--- src/rtl/dm_pkg.sv ---
// Shared definitions for the data-memory arbiter: FSM states, MemWr codes
// and the default legal data-memory window.
package dm_pkg;

    typedef enum logic [1:0] {
        IDLE   = 2'd0,
        ACCESS = 2'd1,
        RESP   = 2'd2
    } state_t;

    localparam logic [2:0] RD    = 3'd0;
    localparam logic [2:0] WR_W  = 3'd1;
    localparam logic [2:0] WR_B  = 3'd2;
    localparam logic [2:0] WR_W2 = 3'd3;
    localparam logic [2:0] WR_H  = 3'd4;

    localparam logic [15:0] DM_BASE_DEF = 16'hff00;
    localparam logic [15:0] DM_TOP_DEF  = 16'hffff;

endpackage

--- src/rtl/dm_arbiter_if.sv ---
// Bus bundle between two requesters, the arbiter and the data memory.
// Ports: pN_req/wr/ad/wdata/cut in, pN_gnt/rvalid/rdata/err out, plus the
// memory side Ad/WrData/MemWr/DMcut_sel and read data DM.
interface dm_arbiter_if;

    logic        p0_req;
    logic [2:0]  p0_wr;
    logic [15:0] p0_ad;
    logic [31:0] p0_wdata;
    logic [1:0]  p0_cut;
    logic        p0_gnt;
    logic        p0_rvalid;
    logic [31:0] p0_rdata;
    logic        p0_err;

    logic        p1_req;
    logic [2:0]  p1_wr;
    logic [15:0] p1_ad;
    logic [31:0] p1_wdata;
    logic [1:0]  p1_cut;
    logic        p1_gnt;
    logic        p1_rvalid;
    logic [31:0] p1_rdata;
    logic        p1_err;

    logic [15:0] Ad;
    logic [31:0] WrData;
    logic [2:0]  MemWr;
    logic [1:0]  DMcut_sel;
    logic [31:0] DM;

    modport slave (
        input  p0_req, p0_wr, p0_ad, p0_wdata, p0_cut,
        input  p1_req, p1_wr, p1_ad, p1_wdata, p1_cut,
        input  DM,
        output p0_gnt, p0_rvalid, p0_rdata, p0_err,
        output p1_gnt, p1_rvalid, p1_rdata, p1_err,
        output Ad, WrData, MemWr, DMcut_sel
    );

    modport master (
        output p0_req, p0_wr, p0_ad, p0_wdata, p0_cut,
        output p1_req, p1_wr, p1_ad, p1_wdata, p1_cut,
        output DM,
        input  p0_gnt, p0_rvalid, p0_rdata, p0_err,
        input  p1_gnt, p1_rvalid, p1_rdata, p1_err,
        input  Ad, WrData, MemWr, DMcut_sel
    );

endinterface

--- src/rtl/dm_arb_pick.sv ---
// Winner selection between two requesters.
// Ports: i_req0/i_req1 requests, i_pref port favoured on a tie, o_win winner ID.
module dm_arb_pick (
    input  logic i_req0,
    input  logic i_req1,
    input  logic i_pref,
    output logic o_win
);

    // A lone request wins outright; only a tie consults the preference.
    assign o_win = (i_req0 & i_req1) ? i_pref : i_req1;

endmodule

--- src/rtl/dm_arbiter.sv ---
// Two-port data-memory arbiter: IDLE -> ACCESS -> RESP, one access per 3 cycles.
// Ports: Clk, Reset (async, active low), bus (dm_arbiter_if.slave), busy.
// Macro DM_ARB_ROUND_ROBIN_EN: round-robin tie break; otherwise port 0 wins ties.
module dm_arbiter
    import dm_pkg::*;
#(
    parameter logic [15:0] DM_BASE = DM_BASE_DEF,
    parameter logic [15:0] DM_TOP  = DM_TOP_DEF
) (
    input  logic        Clk,
    input  logic        Reset,
    dm_arbiter_if.slave bus,
    output logic        busy
);

    state_t      r_state;
    state_t      w_next;

    logic [2:0]  r_wr;
    logic [15:0] r_ad;
    logic [31:0] r_wdata;
    logic [1:0]  r_cut;
    logic        r_win;
    logic        r_fault;
    logic [31:0] r_rdata0;
    logic [31:0] r_rdata1;

    logic        w_any;
    logic        w_start;
    logic        w_win;
    logic        w_pref;
    logic [2:0]  w_sel_wr;
    logic [2:0]  w_wr;
    logic        w_lo;
    logic        w_hi;
    logic        w_fault;
    logic [31:0] w_rd;

    assign w_any   = bus.p0_req | bus.p1_req;
    assign w_start = (r_state == IDLE) && w_any;

`ifdef DM_ARB_ROUND_ROBIN_EN
    logic r_last;

    // Last winner; reset value 1 makes port 0 the first tie winner.
    always_ff @(posedge Clk or negedge Reset) begin
        if (!Reset) begin
            r_last <= 1'b1;
        end else if (w_start) begin
            r_last <= w_win;
        end
    end

    assign w_pref = ~r_last;
`else
    assign w_pref = 1'b0;
`endif

    dm_arb_pick u_pick (
        .i_req0 (bus.p0_req),
        .i_req1 (bus.p1_req),
        .i_pref (w_pref),
        .o_win  (w_win)
    );

    // Undefined codes 5-7 degrade to a harmless read.
    assign w_sel_wr = w_win ? bus.p1_wr : bus.p0_wr;
    assign w_wr     = (w_sel_wr > WR_H) ? RD : w_sel_wr;

    always_ff @(posedge Clk or negedge Reset) begin
        if (!Reset) begin
            r_wr    <= RD;
            r_ad    <= DM_BASE;
            r_wdata <= '0;
            r_cut   <= '0;
            r_win   <= 1'b0;
        end else if (w_start) begin
            r_wr    <= w_wr;
            r_ad    <= w_win ? bus.p1_ad    : bus.p0_ad;
            r_wdata <= w_win ? bus.p1_wdata : bus.p0_wdata;
            r_cut   <= w_win ? bus.p1_cut   : bus.p0_cut;
            r_win   <= w_win;
        end
    end

    // 17-bit upper check so ad+3 cannot wrap; byte writes touch one byte only.
    assign w_lo    = r_ad < DM_BASE;
    assign w_hi    = (r_wr != WR_B) &&
                     (({1'b0, r_ad} + 17'd3) > {1'b0, DM_TOP});
    assign w_fault = w_lo | w_hi;
    assign w_rd    = ((r_wr == RD) && !w_fault) ? bus.DM : '0;

    always_ff @(posedge Clk or negedge Reset) begin
        if (!Reset) begin
            r_fault  <= 1'b0;
            r_rdata0 <= '0;
            r_rdata1 <= '0;
        end else if (r_state == ACCESS) begin
            r_fault <= w_fault;
            if (r_win) begin
                r_rdata1 <= w_rd;
            end else begin
                r_rdata0 <= w_rd;
            end
        end
    end

    always_ff @(posedge Clk or negedge Reset) begin
        if (!Reset) begin
            r_state <= IDLE;
        end else begin
            r_state <= w_next;
        end
    end

    always_comb begin
        w_next = r_state;
        unique case (r_state)
            IDLE:    w_next = w_any ? ACCESS : IDLE;
            ACCESS:  w_next = RESP;
            RESP:    w_next = IDLE;
            default: w_next = IDLE;
        endcase
    end

    always_comb begin
        bus.Ad        = DM_BASE;
        bus.WrData    = '0;
        bus.MemWr     = RD;
        bus.DMcut_sel = '0;
        bus.p0_gnt    = 1'b0;
        bus.p1_gnt    = 1'b0;
        bus.p0_rvalid = 1'b0;
        bus.p1_rvalid = 1'b0;
        bus.p0_err    = 1'b0;
        bus.p1_err    = 1'b0;
        unique case (r_state)
            ACCESS: begin
                bus.Ad        = r_ad;
                bus.WrData    = r_wdata;
                bus.MemWr     = w_fault ? RD : r_wr;
                bus.DMcut_sel = r_cut;
                bus.p0_gnt    = ~r_win;
                bus.p1_gnt    = r_win;
            end
            RESP: begin
                bus.p0_rvalid = ~r_win;
                bus.p1_rvalid = r_win;
                bus.p0_err    = ~r_win & r_fault;
                bus.p1_err    = r_win & r_fault;
            end
            default: ;
        endcase
    end

    assign bus.p0_rdata = r_rdata0;
    assign bus.p1_rdata = r_rdata1;
    assign busy         = (r_state != IDLE);

endmodule

--- src/flat_wrapper.sv ---
// flat-port wrapper written by rule: the top's interface ports become plain ports
module dm_arbiter_flat import dm_pkg::*;
#(
    parameter logic [15:0] DM_BASE = DM_BASE_DEF,
    parameter logic [15:0] DM_TOP  = DM_TOP_DEF
)
  (Clk, Reset, busy, bus_p0_req, bus_p0_wr, bus_p0_ad, bus_p0_wdata, bus_p0_cut, bus_p1_req, bus_p1_wr, bus_p1_ad, bus_p1_wdata, bus_p1_cut, bus_DM, bus_p0_gnt, bus_p0_rvalid, bus_p0_rdata, bus_p0_err, bus_p1_gnt, bus_p1_rvalid, bus_p1_rdata, bus_p1_err, bus_Ad, bus_WrData, bus_MemWr, bus_DMcut_sel);
  dm_arbiter_if bus_i ();
  input  logic Clk;
  input  logic Reset;
  output logic busy;
  input wire logic [$bits(bus_i.p0_req)-1:0] bus_p0_req;
  input wire logic [$bits(bus_i.p0_wr)-1:0] bus_p0_wr;
  input wire logic [$bits(bus_i.p0_ad)-1:0] bus_p0_ad;
  input wire logic [$bits(bus_i.p0_wdata)-1:0] bus_p0_wdata;
  input wire logic [$bits(bus_i.p0_cut)-1:0] bus_p0_cut;
  input wire logic [$bits(bus_i.p1_req)-1:0] bus_p1_req;
  input wire logic [$bits(bus_i.p1_wr)-1:0] bus_p1_wr;
  input wire logic [$bits(bus_i.p1_ad)-1:0] bus_p1_ad;
  input wire logic [$bits(bus_i.p1_wdata)-1:0] bus_p1_wdata;
  input wire logic [$bits(bus_i.p1_cut)-1:0] bus_p1_cut;
  input wire logic [$bits(bus_i.DM)-1:0] bus_DM;
  output wire logic [$bits(bus_i.p0_gnt)-1:0] bus_p0_gnt;
  output wire logic [$bits(bus_i.p0_rvalid)-1:0] bus_p0_rvalid;
  output wire logic [$bits(bus_i.p0_rdata)-1:0] bus_p0_rdata;
  output wire logic [$bits(bus_i.p0_err)-1:0] bus_p0_err;
  output wire logic [$bits(bus_i.p1_gnt)-1:0] bus_p1_gnt;
  output wire logic [$bits(bus_i.p1_rvalid)-1:0] bus_p1_rvalid;
  output wire logic [$bits(bus_i.p1_rdata)-1:0] bus_p1_rdata;
  output wire logic [$bits(bus_i.p1_err)-1:0] bus_p1_err;
  output wire logic [$bits(bus_i.Ad)-1:0] bus_Ad;
  output wire logic [$bits(bus_i.WrData)-1:0] bus_WrData;
  output wire logic [$bits(bus_i.MemWr)-1:0] bus_MemWr;
  output wire logic [$bits(bus_i.DMcut_sel)-1:0] bus_DMcut_sel;
  assign bus_i.p0_req = bus_p0_req;
  assign bus_i.p0_wr = bus_p0_wr;
  assign bus_i.p0_ad = bus_p0_ad;
  assign bus_i.p0_wdata = bus_p0_wdata;
  assign bus_i.p0_cut = bus_p0_cut;
  assign bus_i.p1_req = bus_p1_req;
  assign bus_i.p1_wr = bus_p1_wr;
  assign bus_i.p1_ad = bus_p1_ad;
  assign bus_i.p1_wdata = bus_p1_wdata;
  assign bus_i.p1_cut = bus_p1_cut;
  assign bus_i.DM = bus_DM;
  assign bus_p0_gnt = bus_i.p0_gnt;
  assign bus_p0_rvalid = bus_i.p0_rvalid;
  assign bus_p0_rdata = bus_i.p0_rdata;
  assign bus_p0_err = bus_i.p0_err;
  assign bus_p1_gnt = bus_i.p1_gnt;
  assign bus_p1_rvalid = bus_i.p1_rvalid;
  assign bus_p1_rdata = bus_i.p1_rdata;
  assign bus_p1_err = bus_i.p1_err;
  assign bus_Ad = bus_i.Ad;
  assign bus_WrData = bus_i.WrData;
  assign bus_MemWr = bus_i.MemWr;
  assign bus_DMcut_sel = bus_i.DMcut_sel;
  dm_arbiter #(.DM_BASE(DM_BASE), .DM_TOP(DM_TOP)) u_core (.Clk(Clk), .Reset(Reset), .bus(bus_i), .busy(busy));
endmodule
--- config.mk ---
export PLATFORM = sky130hd
export DESIGN_NAME = dm_arbiter_flat
export DESIGN_NICKNAME = d
export VERILOG_FILES = /design/src/rtl/dm_pkg.sv /design/src/rtl/dm_arbiter_if.sv /design/src/rtl/dm_arb_pick.sv /design/src/rtl/dm_arbiter.sv /design/src/flat_wrapper.sv
export SDC_FILE = /design/constraint.sdc
export NUM_CORES = 1
export LEC_CHECK = 0
export ABC_CLOCK_PERIOD_IN_PS = 3200
export CORE_MARGIN = 10
export CORE_UTILIZATION = 43
export DETAILED_ROUTE_END_ITERATION = 8
export HOLD_SLACK_MARGIN = 0.02
export PLACE_DENSITY = 0.82
export SLEW_MARGIN = 20
export SYNTH_ARGS = -nofsm -noshare
export SYNTH_HDL_FRONTEND = slang
export SYNTH_SLANG_ARGS = --single-unit
--- constraint.sdc ---
create_clock -name Clk -period 3.2 [get_ports Clk]
set_input_delay 0.64 -clock Clk [delete_from_list [all_inputs] [get_ports Clk]]
set_output_delay 0.64 -clock Clk [all_outputs]
set_load 0.05 [all_outputs]
==> summary.md, run 1 <==
| Metric | Value |
|---|---|
| Die Y | `138 um` |
| Dpl cells | `1065` |
| Met3 WL | `2760 um` |
| Worst-margin pin slew | `0.691 ns` |
| Yosys warns | `0` |
| Initial antenna violation count | `0` |
| Syn_area_per_cell | `9.32 um^2` |
| Final core utilization | `74.4%` |
| Crit. End Element | `output pin` |
| Clock root buffer | `clkbuf_16` |
| Outcome | `finished, violations left` |
| Period utilization | `100%` |
| Nets | `1066` |
| First-pass GRT wire length | `34600 um` |
| RePlAce Congestion | `0.854` |
| Post-Syn Instances | `647` |
| NetSw | `3.38 mW` |
| DR top layer | `met4` |
| Most frequent cells in the layout | `clkdlybuf4s50_1, nand2_1, dfrtp_1` |
| RSZ-0062 raised after global routing | `true` |
| Clock buffer count from CTS | `17` |
| R2r startpoint | `u_core.r_ad[1]` |
| Clock tree from TritonCTS | `yes` |
| Post-Synthesis Net Count | `791` |
| Total GRT Usage | `22.2%` |
| Share of layout cells above drive strength 1 | `16.2%` |
| Max Freq | `311 MHz` |
| Largest net degree at the start of global routing | `66` |
| DR pass1 iterations | `5` |
| Met2 wire len | `11300 um` |
| Commonest non-fill, non-tap cell in the layout | `clkdlybuf4s50_1` |
| Clk_skew | `0.00647 ns` |
| Post-route DRC violation count | `0` |
| Total global routing overflow | `0` |
| #FFs+latches synth | `121` |
| DR vias | `6015` |
| Num ports | `266` |
| Initial core utilization | `43.6%` |
| Routed vias/inst | `5.40` |
| Worst R2R End | `u_core.bus.p0_rdata[27]` |
| N_diodes | `0` |
| CTS Hold Bufs | `0` |
| Clk_lat worst skew | `0.42 ns` |
| EDFF count, synth | `0` |
| Max-cap viol count | `0` |
| Fill cell count | `962` |
| Final Setup Violations | `2` |
| Clock network fraction of design power | `24.2%` |
| Hold Vio Cnt, Final | `0` |
| Setup ws final | `-0.0145 ns` |
| Switching part of the total | `41.3%` |
| PortBufs | `265` |
| FF-to-FF setup slack | `0.02 ns` |
| Netlist cell types | `45` |
| VDD IR max | `0.427 mV` |
| H-Tree Depth | `4` |
| Critical path arrival | `2.57 ns` |
| Post-DP HPWL | `15800 um` |
| FP Rows | `43` |
| Worst-path maximum fanout | `3` |
| Final Total Pwr | `8.19 mW` |
| P_leak | `4.28 nW` |
| Int Power | `4.81 mW` |
| Slew Limit Fails | `0` |
| FFs w/ async S/R, synth | `100%` |
| Syn-to-layout area delta | `70.6%` |
| Failing checks | `setup timing` |
| CTS sink cnt | `121` |
| Wire per inst | `20.3 um` |
| CP Launch Type | `flop` |
| Cell Count, Final, Fillers Out | `1114` |
| Top FF cell, synth | `dfrtp_1` |
| R2R depth | `17` |
| Die area | `19200 um^2` |
| Die X | `138 um` |
| Relative slew slack | `53.9%` |
| Cell area power density | `796 nW/um^2` |
| Final Critical Period | `3.21 ns` |
| CP Data Required Time | `2.56 ns` |
| Worst-path clk slew | `0.06 ns` |
| Iteration-0 DRC Markers | `386` |
| Comb pwr share | `48.4%` |
| DRT Wirelength | `22700 um` |
| Met1 WL | `8220 um` |
| Sequential share of the synthesized area | `50.4%` |
| Sequential power share | `27.4%` |
| Min-Delay Path Class | `input pin to async pin` |
| Post-route ant nets | `0` |
| Clk buf depth | `2` |
| Crit Path Category | `flop to output pin` |
| Area of the core | `13800 um^2` |
| Vias in the first global route | `6218` |
| Post-Syn Area | `6030 um^2` |
==> how the worst max path moves through the flow <==
| stage | from | end | slack [ns] |
|---|---|---|---|
| after floorplan | u_core.r_ad[0] | bus_MemWr[0] | -0.11 |
| after global placement | u_core.r_ad[1] | bus_MemWr[1] | 0.09 |
| after detailed placement | u_core.r_ad[1] | bus_MemWr[1] | 0.07 |
| after CTS | u_core.r_ad[1] | bus_MemWr[0] | 0.02 |
| after global routing | u_core.r_ad[1] | bus_MemWr[2] | -0.12 |
| final | u_core.r_ad[1] | bus_MemWr[0] | -0.01 |
==> routing by layer <==
| layer | vias up | track usage, % |
|---|---|---|
| li1 | 2793 | - |
| met1 | 2875 | 24.1 |
| met2 | 312 | 37.1 |
| met3 | 35 | 11.7 |
| met4 | 0 | 6.05 |
| met5 | - | 0 |
==> Yosys cell counts (2+ instances only) <==
cell      count  area [um^2]
nand2_1     183          687
dfrtp_1     113         2830
o31ai_1      64          480
o21ai_0      53          265
mux2i_1      50          500
and2_1       43          269
clkbuf_1     35          131
inv_1        11         41.3
nand2b_1      9         56.3
nor2_1        9         33.8
dfstp_2       8          210
a21oi_1       7         35.0
buf_2         5         25.0
buf_4         5         37.5
a311oi_1      4         35.0
and4_1        4         35.0
nand4_1       4         25.0
nor3b_1       4         30.0
a211oi_1      3         22.5
and3_1        2         12.5
and4b_1       2         20.0
buf_1         2         7.51
ha_1          2         25.0
nor2b_1       2         12.5
nor4b_1       2         17.5
o22ai_1       2         12.5
==> area by class of cell <==
| cell class | instances | area [um^2] | share of cell area (%) |
|---|---|---|---|
| timing repair buffer | 304 | 3520 | 34.3 |
| sequential | 121 | 3040 | 29.5 |
| multi-input combinational | 466 | 2850 | 27.7 |
| clock buffer | 21 | 450 | 4.38 |
| tap | 180 | 225 | 2.19 |
| clock inverter | 10 | 150 | 1.46 |
| inverter | 12 | 45.0 | 0.438 |
==> logic make-up (layout without fill, tap and decap cells) <==
group | after synthesis | after routing | share of synthesized area, %
multiplexers | 50 | 50 | 8.30
AND/OR/NAND/NOR | 269 | 269 | 20.5
XOR/XNOR | 1 | 1 | 0.145
AO/OA/AOI/OAI | 144 | 144 | 16.0
buffers and inverters | 60 | 347 | 4.27
flip-flops | 121 | 121 | 50.4
adder cells (fa/ha/maj) | 2 | 2 | 0.415
==> power groups by stage <==
stage | registers [mW] | clock network, mW | logic (mW)
after floorplan | 2.25 | 0 | 2.08
after global placement | 2.22 | 0 | 3.81
after detailed placement | 2.25 | 0 | 3.86
after CTS | 2.23 | 2.01 | 3.95
after global routing | 2.30 | 2.08 | 4.24
final | 2.25 | 1.98 | 3.96
==> critical path, stage by stage (launching register included) <==
cell and delay, ns:
dfrtp_1 0.40, inv_2 0.10, ha_4 0.21, nor4b_4 0.25, nand2_1 0.12, or3_4 0.36, a2111oi_4 0.26, buf_4 0.19
a211oi_2 0.08, buf_12 0.17
==> timing repair <==
item	4_1_cts	5_1_grt
gates resized for setup	13	11
buffers inserted	10	1
setup endpoints to repair	3	68
gates cloned	0	7
pin swaps	6	4
==> flip-flops by register name (all words and copies together) (netlist names) <==
name	flops
u_core.bus.p0_rdata	32
u_core.r_wdata	32
u_core.r_cut	2
u_core.r_win	1
u_core.r_ad	16
u_core.bus.p1_rdata	32
u_core.r_fault	1
u_core.r_state	2
u_core.r_wr	3
==> through the flow <==
step | TNS (ns) | instance area [um^2] | setup slack, ns | hold WS [ns]
final | -0.0269 | 10300 | -0.0145 | 0.220
after detailed placement | 0 | 9380 | 0.0654 | 0.461
after CTS | 0 | 10100 | 0.0179 | 0.218
after global placement | 0 | 9380 | 0.0941 | 0.452
after global routing | -4.80 | 10300 | -0.123 | 0.245
after floorplan | -0.216 | 6040 | -0.108 | 0.344
Note: power is estimated with default switching activity, not from simulation.
==> inputs of run 2 (changes only) <==
- ABC_CLOCK_PERIOD_IN_PS: 3200 -> 3000
- clock period: 3.2 -> 3 ns (I/O delays scaled with it)
==> summary.md, run 2 (synthesized netlist as in run 1, its figures left out) <==
| Metric | Value |
|---|---|
| CTS sink cnt | `121` |
| Period utilization | `105%` |
| First-pass GRT wire length | `34000 um` |
| Final core utilization | `75.3%` |
| Worst-path maximum fanout | `3` |
| Total global routing overflow | `0` |
| Iteration-0 DRC Markers | `425` |
| Nets | `1070` |
| R2R depth | `17` |
| DR vias | `6009` |
| Relative slew slack | `60.7%` |
| Num ports | `266` |
| Clock buffer count from CTS | `17` |
| Die X | `138 um` |
| RePlAce Congestion | `0.837` |
| FP Rows | `43` |
| Min-Delay Path Class | `input pin to async pin` |
| Cell Count, Final, Fillers Out | `1119` |
| Critical path endpoint | `bus_MemWr[1]` |
| RSZ-0062 raised after global routing | `true` |
| Wire per inst | `20.3 um` |
| DR pass1 iterations | `5` |
| Commonest non-fill, non-tap cell in the layout | `clkdlybuf4s50_1` |
| Largest net degree at the start of global routing | `69` |
| Post-route DRC violation count | `0` |
| Clk_lat worst skew | `0.42 ns` |
| R2r startpoint | `u_core.r_ad[0]` |
| Outcome | `finished, violations left` |
| CP Launch Point | `u_core.r_ad[0]` |
| Worst-margin pin slew | `0.574 ns` |
| P_leak | `4.31 nW` |
| Clk_skew | `0.00774 ns` |
| Most frequent cells in the layout | `clkdlybuf4s50_1, nand2_1, dfrtp_1` |
| Share of layout cells above drive strength 1 | `17.1%` |
| Fill cell count | `906` |
| Post-DP HPWL | `15800 um` |
| Final Setup Violations | `56` |
| Final Total Pwr | `8.69 mW` |
| DRT Wirelength | `22800 um` |
| Vias in the first global route | `6263` |
| Cell area power density | `835 nW/um^2` |
| Routed vias/inst | `5.37` |
| FF-to-FF setup slack | `-0.11 ns` |
| CTS Hold Bufs | `0` |
| Worst R2R End | `u_core.bus.p1_rdata[12]` |
| Area of the core | `13800 um^2` |
| Initial core utilization | `43.6%` |
| Hold Vio Cnt, Final | `0` |
| Die Y | `138 um` |
| CP Launch Type | `flop` |
| Max-cap viol count | `0` |
| Worst-path clk slew | `0.05 ns` |
| Clk buf depth | `2` |
| Total GRT Usage | `21.9%` |
| Failing checks | `setup timing` |
| Max Freq | `317 MHz` |
| H-Tree Depth | `4` |
| Initial antenna violation count | `0` |
| Worst hold margin | `0.166 ns` |
| Syn-to-layout area delta | `72.7%` |
| Crit. End Element | `output pin` |
| Setup ws final | `-0.155 ns` |
| Slew Limit Fails | `0` |
| Post-route ant nets | `0` |
| N_diodes | `0` |
| CP Data Required Time | `2.40 ns` |
| Clock root buffer | `clkbuf_16` |
| Crit Path Category | `flop to output pin` |
| Final Critical Period | `3.15 ns` |
| VDD IR max | `0.502 mV` |
| Dpl cells | `1067` |
| Pre-CTS WS | `0.00500 ns` |
| PortBufs | `265` |
| Critical path arrival | `2.55 ns` |
| Clock tree from TritonCTS | `yes` |
| Die area | `19200 um^2` |
[run 2: changes by cell type in the layout (fill, tap and decap cells not counted), moves of 2 or more]
cell      previous run  this run
o31ai_1             62        56
buf_6                2         6
o31ai_2              2         5
o31ai_4              0         3
clkbuf_8             1         3
clkinv_2             6         4
[run 2: final cells by class]
| class | instances | area (um^2) | area share, % |
|---|---|---|---|
| repair buffers | 308 | 3590 | 34.5 |
| multi-input cells | 466 | 2910 | 28.0 |
| clock inverters | 8 | 118 | 1.13 |
| inverters | 12 | 45.0 | 0.433 |
| flip-flops and latches | 121 | 3040 | 29.2 |
| clock buffers | 24 | 482 | 4.63 |
| well taps | 180 | 225 | 2.16 |
[run 2: what timing repair did]
item | in CTS | in global routing
pin swaps | 6 | 9
cloned | 0 | 7
gates resized for setup | 11 | 30
endpoints found under the setup margin | 3 | 68
setup buffers | 9 | 7
[run 2: per-layer routing]
layer  global-route usage (%)  part of all wire (%)  vias up
li1                         -                     -     2802
met1                     23.9                    36     2849
met2                     36.4                    50      314
met3                     11.3                    12       44
met4                     6.33                   1.9        0
met5                        0                     0        -
[run 2: metrics by stage]
step	TNS (ns)	cell area, um^2
after floorplan	-0.536	6040
after global placement	0	9410
after detailed placement	0	9410
after CTS	-5.53	10100
after global routing	-8.88	10400
final	-3.22	10400
[run 2: report_power, final]
part | leakage, nW | total (mW) | switching (mW) | internal, mW
logic | 2.45 | 4.24 | 2.58 | 1.67
clock network | 0.294 | 2.08 | 0.712 | 1.37
registers | 1.57 | 2.37 | 0.294 | 2.08
[run 2: worst max-delay path, cell delays in order, from the launching register on]
cell       delay, ns
dfrtp_1         0.38
inv_2           0.12
ha_4            0.22
nor4b_4         0.28
nand2_2         0.11
or3_4           0.35
a2111oi_4       0.31
a311oi_2        0.19
buf_12          0.19
[run 2: how the worst min path moves through the flow]
| stage | endpoint | from |
|---|---|---|
| floorplan | u_core.bus.p0_rdata[0] | Reset |
| global placement | u_core.r_wdata[6] | u_core.r_wdata[6] |
| detailed placement | u_core.r_wdata[11] | u_core.r_wdata[11] |
| CTS | u_core.bus.p1_rdata[29] | Reset |
| global route | u_core.bus.p0_rdata[21] | Reset |
| finish | u_core.bus.p0_rdata[21] | Reset |
